===== src/rtl/rdac3v_8bit_seq_ctrl.sv =====
// Sequencer sharing one 8-bit resistor DAC between two requesters: power-up wake,
// round-robin code arbitration, post-update settling and completion reporting.
module rdac3v_8bit_seq_ctrl #(
    parameter int WAKE_CYCLES   = 16,
    parameter int SETTLE_CYCLES = 8,
    parameter int CNT_W         = 16
) (
    input  logic       clk,
    input  logic       rst,
    input  logic       enable,
    input  logic       req0_valid,
    input  logic [7:0] req0_data,
    output logic       req0_ready,
    input  logic       req1_valid,
    input  logic [7:0] req1_data,
    output logic       req1_ready,
    output logic       dac_ena,
    output logic [7:0] dac_b,
    output logic       busy,
    output logic       done,
    output logic       done_id
);

    typedef enum logic [1:0] {
        ST_OFF    = 2'd0,
        ST_WAKE   = 2'd1,
        ST_IDLE   = 2'd2,
        ST_SETTLE = 2'd3
    } state_t;

    localparam logic [CNT_W-1:0] WAKE_LOAD   = CNT_W'(WAKE_CYCLES - 1);
    localparam logic [CNT_W-1:0] SETTLE_LOAD = CNT_W'(SETTLE_CYCLES - 1);

    state_t           state_q, state_d;
    logic [CNT_W-1:0] cnt_q, cnt_d;
    logic             rr_q, rr_d;
    logic [7:0]       dac_b_q, dac_b_d;
    logic             done_q, done_d;
    logic             done_id_q, done_id_d;

    logic             idle_s;
    logic             grant0_s;
    logic             grant1_s;
    logic             xfer_s;

    // Arbitration: only in service while enabled; rr_q names the preferred requester on contention.
    always_comb begin
        grant0_s = 1'b0;
        grant1_s = 1'b0;
        idle_s   = (state_q == ST_IDLE) && enable;
        if (idle_s) begin
            if (req0_valid && req1_valid) begin
                grant0_s = ~rr_q;
                grant1_s = rr_q;
            end else begin
                grant0_s = req0_valid;
                grant1_s = req1_valid;
            end
        end else begin
            grant0_s = 1'b0;
            grant1_s = 1'b0;
        end
        xfer_s = grant0_s | grant1_s;
    end

    // Next-state logic; dropping enable overrides everything and suppresses done.
    always_comb begin
        state_d   = state_q;
        cnt_d     = cnt_q;
        rr_d      = rr_q;
        dac_b_d   = dac_b_q;
        done_d    = 1'b0;
        done_id_d = done_id_q;
        case (state_q)
            ST_OFF: begin
                if (enable) begin
                    state_d = ST_WAKE;
                    cnt_d   = WAKE_LOAD;
                end else begin
                    state_d = ST_OFF;
                end
            end
            ST_WAKE: begin
                if (cnt_q == {CNT_W{1'b0}}) begin
                    state_d = ST_IDLE;
                end else begin
                    cnt_d = cnt_q - {{(CNT_W-1){1'b0}}, 1'b1};
                end
            end
            ST_IDLE: begin
                if (xfer_s) begin
                    dac_b_d   = grant1_s ? req1_data : req0_data;
                    done_id_d = grant1_s;
                    rr_d      = ~grant1_s;
                    cnt_d     = SETTLE_LOAD;
                    state_d   = ST_SETTLE;
                end else begin
                    state_d = ST_IDLE;
                end
            end
            ST_SETTLE: begin
                if (cnt_q == {CNT_W{1'b0}}) begin
                    done_d  = 1'b1;
                    state_d = ST_IDLE;
                end else begin
                    cnt_d = cnt_q - {{(CNT_W-1){1'b0}}, 1'b1};
                end
            end
            default: begin
                state_d = ST_OFF;
                cnt_d   = {CNT_W{1'b0}};
            end
        endcase
        if (!enable) begin
            state_d = ST_OFF;
            cnt_d   = {CNT_W{1'b0}};
            done_d  = 1'b0;
        end else begin
            done_d = done_d;
        end
    end

    // State and datapath registers with synchronous reset.
    always_ff @(posedge clk) begin
        if (rst) begin
            state_q   <= ST_OFF;
            cnt_q     <= {CNT_W{1'b0}};
            rr_q      <= 1'b0;
            dac_b_q   <= 8'h00;
            done_q    <= 1'b0;
            done_id_q <= 1'b0;
        end else begin
            state_q   <= state_d;
            cnt_q     <= cnt_d;
            rr_q      <= rr_d;
            dac_b_q   <= dac_b_d;
            done_q    <= done_d;
            done_id_q <= done_id_d;
        end
    end

    assign req0_ready = grant0_s;
    assign req1_ready = grant1_s;
    assign dac_ena    = (state_q != ST_OFF);
    assign busy       = (state_q == ST_WAKE) || (state_q == ST_SETTLE);
    assign dac_b      = dac_b_q;
    assign done       = done_q;
    assign done_id    = done_id_q;

endmodule


===== config.mk =====
export PLATFORM = sky130hd
export DESIGN_NAME = rdac3v_8bit_seq_ctrl
export DESIGN_NICKNAME = d
export VERILOG_FILES = /design/src/rtl/rdac3v_8bit_seq_ctrl.sv
export SDC_FILE = /design/constraint.sdc
export NUM_CORES = 1
export LEC_CHECK = 0
export CAP_MARGIN = 20
export CORE_MARGIN = 5
export CORE_UTILIZATION = 40
export DETAILED_ROUTE_END_ITERATION = 8
export GPL_TIMING_DRIVEN = 0
export PLACE_DENSITY = 0.73
export SYNTH_ARGS = -nofsm -noshare
export SYNTH_HDL_FRONTEND = slang
export SYNTH_SLANG_ARGS = --single-unit

===== constraint.sdc =====
create_clock -name clk -period 2.7 [get_ports clk]
set_input_delay 0.675 -clock clk [delete_from_list [all_inputs] [get_ports clk]]
set_output_delay 0.675 -clock clk [all_outputs]
set_load 0.005 [all_outputs]

## Word-level counts from Yosys, hierarchy flattened

Index checks and enable logic that the tools add are counted.

- Add/subtract/negate cells: 1
- Equal/unequal tests: 6
- Multiplexer cells: 12
- Bitwise logic cells: 5
- Reduce and logical (&&, ||, !) cells: 11

Operators with widths:

| operator | count |
|---|---|
| case mux 16 bit (3 select lines) | 1 |
| two-way mux 16 bit | 2 |
| logical NOT 16 bit | 1 |
| subtractor 16 x 1 -> 16 bit (second input constant) | 1 |
| two-way mux 8 bit | 1 |
| two-way mux 1 bit | 6 |
| case mux 2 bit (3 select lines) | 1 |
| equality test 2 bit (second input constant) | 2 |
| != test 2 bit (second input constant) | 2 |
| inverter 1 bit | 4 |
| AND reduction 2 bit | 2 |
| OR reduction 2 bit | 2 |
| OR reduction 3 bit | 1 |
| equality test 2 x 1 -> 1 bit (second input constant) | 1 |
| logical AND 1 bit | 2 |
| logical NOT 2 bit | 1 |
| two-way mux 2 bit | 1 |
| != test 2 x 1 -> 1 bit (second input constant) | 1 |
| nonzero test 2 bit | 1 |
| logical OR 1 bit | 1 |
| OR 1 bit | 1 |

- Register bits after elaboration: 29
- Input bits: 21

## Longest topological paths before layout

- Depth after elaboration: 6
- Gate-level depth with buffers: 8
- Gate-level depth less buffers: 7

## Least setup slack after synthesis

Ideal clock, no wire load.

- Path type: input port to output port
- Start point: in req0_valid
- End point: out req1_ready
- Arrival time: 1.555 ns
- Data required time: 2.025 ns
- Slack: 0.470 ns
- Cell stages on the path: 3
- Path buffers: 0
- Path through: inv_1 o2111ai_1 clkinv_1

- Cells in the longest elaborated chain, start to end: 3

RTL lines:

| item | line | text |
|---|---|---|
| start: declaration | 11 | `input logic req0_valid,` |
| logical AND 1 bit | 52 | `if (req0_valid && req1_valid) begin` |
| two-way mux 1 bit | 52 |  |
| two-way mux 1 bit | 51 | `if (idle_s) begin` |
| end: declaration | 16 | `output logic req1_ready,` |

No other way between the ends.

## Worst setup path in the final report

- Start point: in req1_valid
- End point: out req1_ready

- Cells in the longest elaborated chain, start to end: 3

RTL lines:

| item | line | text |
|---|---|---|
| start: declaration | 14 | `input logic req1_valid,` |
| logical AND 1 bit | 52 |  |
| two-way mux 1 bit * | 52 |  |
| two-way mux 1 bit * | 51 |  |

Every way passes the cells marked *; elsewhere a longest branch is shown, timed or not.

==> metrics <==
clk_skew 3.86 ps; cell with the most instances after synthesis nor2_1; pre-CTS setup slack -925 ps; Post-Synthesis Net Count 188; syn avg cell area 8.28 µm²; synth top area cells dfxtp_1 42%, nor2_1 8.7%, a311oi_1 6.4%, xor2_1 6.4%, nand2_1 5.5%; Final Non-Filler Cells 255; Max Freq 381 MHz; ANT cells 0; status finished, final reports clean; Hold Path Class flop to flop; first-pass GRT wire length 5510 µm; Worst path max stage delay 550 ps; row count 21; largest net degree at the start of global routing 11; GRT Overall Usage 0.159; Worst-path clk slew 80 ps; die area 4710 µm²; WHS Path Cells 2; Warnings, synthesis 0; crit path launch type input pin; io pins 35; IO buf count 34; post-detail-place hpwl 2270 µm; worst-path fanout max 4; gr ovfl total 0; worst slew pin tran 689 ps; core region area 3340 µm²; # setup viols final 0; clock tree buffer depth 2; CTS tree built; Placed Cells 246; post-route DRC violation count 0; initial antenna violation count 0; Max-slew headroom 0.539; initial core utilization 0.412; # Max-Cap Violations 0; flops & latches, synth 29; Synth async-reset ratio 0; crit path kind input pin to output pin; initial drt markers 105; end of the worst hold path done_id; CP max-delay cell clkdlybuf4s50_1; Placer Congestion 0.807; leakage power 0.000721 µW; wire per inst 12.3 µm; TritonRoute pass-1 iters 4; sequential-to-total area share from yosys stat 0.422; Critical R2R Capture cnt_q[6]; clk sinks 29; CP endpoint kind output pin; Syn Inst Count 166; Synth Flop Type dfxtp_1; layout cells sized above 1 0.0957; CP required 2030 ps; RSZ-0062 raised after global routing no; final max-slew violation count 0; Tcrit/Tclk final 0.972; Final min period 2630 ps; vias in the first global route 1,269; Max VDD drop 0.232 mV; top cell type's share of synthesized area 0.422; Post-Syn Area 1380 µm²; Hold Slack 484 ps; crit path DAT 1950 ps; Critical Path, Cell by Cell clkdlybuf4s50_1 > o2111ai_4 > clkinv_4 > clkdlybuf4s50_1; setup TNS 0 ps; CTS HTree Levels 2; Post-CTS Hold Fix Bufs 0; Clock Latency Late Sink 320 ps; Die Ht 68.6 µm; worst reg2reg startpoint state_q[0]; nets 231; Hold Vio Cnt, Final 0; clock root buffer clkbuf_4; area delta synth->final 35.6%; Final ANT Viol Nets 0; area leader, netlist dfxtp_1; Power Density 476 nW/µm²; vias per inst 4.98; vias after detailed routing 1,269; EDFF count, synth 0; top post-synthesis cells by count 32 x nor2_1, 29 x dfxtp_1, 20 x nand2_1; Hold Path Origin done_id; cts bufs inserted 5; reg2reg path depth 6; Horiz. Die Dim 68.6 µm; post-route setup slack 74.4 ps; CP dominant cell by count clkdlybuf4s50_1; drt total wl 3150 µm; Worst R2R Setup Slack 470 ps; unique cell type count in the Yosys netlist 33
## timing repair
action	in CTS	in global routing
setup buffers	2	0
cloned	0	0
resized for setup	8	1
pin swaps	1	0
endpoints found under the setup margin	2	1
## final cells by class
cell class / instances / area [µm²]
fillers: 328 / 1470
multi-input cells: 123 / 761
flip-flops and latches: 29 / 581
repair buffers: 36 / 352
well taps: 46 / 57.6
clock buffers: 7 / 55.1
plain buffers: 8 / 31.3
inverters: 6 / 27.5
## stage by stage
step                      area, µm²   util  power, µW
after CTS                      1860  0.558        898
after global routing           1860  0.559        940
after detailed placement       1770  0.531        634
after global placement         1770  0.531        633
final                          1860  0.559        888
after floorplan                1380      -        575
## flip-flops by register name, indices dropped and copies added (netlist names)
signal / flops
state_q: 2
rr_q: 1
done_id: 1
cnt_q: 16
done: 1
dac_b: 8
## cells in the final DEF, fill, tap and decap left out, types with 2 or more instances in the layout
cell	instances
a211oi_1	3
a21oi_1	6
a311oi_1	10
and3_1	2
buf_4	2
clkbuf_1	8
clkbuf_4	5
clkdlybuf4s50_1	31
dfxtp_1	29
dlygate4sd2_1	3
inv_1	4
nand2_1	20
nand3_1	4
nand4b_1	2
nor2_1	32
nor3_1	2
nor4_1	3
o2111ai_1	2
o211ai_1	2
o21ai_0	5
or2_2	2
or3_1	3
or4_4	2
xor2_1	10
## worst max path at each step
stage | start | slack (ps) | depth (start not counted) | end
detailed placement | req0_valid | -930 | 5 | req1_ready
global route | req1_valid | 8 | 4 | req1_ready
global placement | req0_valid | -980 | 5 | req1_ready
CTS | req1_valid | 70 | 4 | req1_ready
finish | req1_valid | 70 | 4 | req1_ready
floorplan | req0_valid | 470 | 3 | req1_ready
## power by group
part	internal, µW	total [µW]	switching [µW]	leakage (µW)
clock	123	261	139	0.0000314
combinational	91.2	175	84.0	0.000455
sequential	439	452	12.6	0.000235
total	653	888	235	0.000721
## metal layers
metal	share of wire	up-vias	GRT usage	wire length, µm
li1	-	672	-	-
met1	0.47	558	0.191	1480
met2	0.42	34	0.235	1310
met3	0.10	5	0.0729	315
met4	0.014	0	0.0868	43
met5	0	-	0	0
## critical path: cells and delay by family
kind	cells	cell delay, ps
compound gates	1	160
buf+inv	3	1110
## cells by family (layout without fill, tap and decap cells)
group,count (synthesis),in the layout,synth area share
AO/OA/AOI/OAI,31,31,0.165
XOR/XNOR,11,11,0.0701
adder cells (fa/ha/maj),1,1,0.00910
buffers and inverters,14,57,0.0391
flip-flops,29,29,0.422
AND/OR/NAND/NOR,80,80,0.295
(Power assumes the default switching activity.)
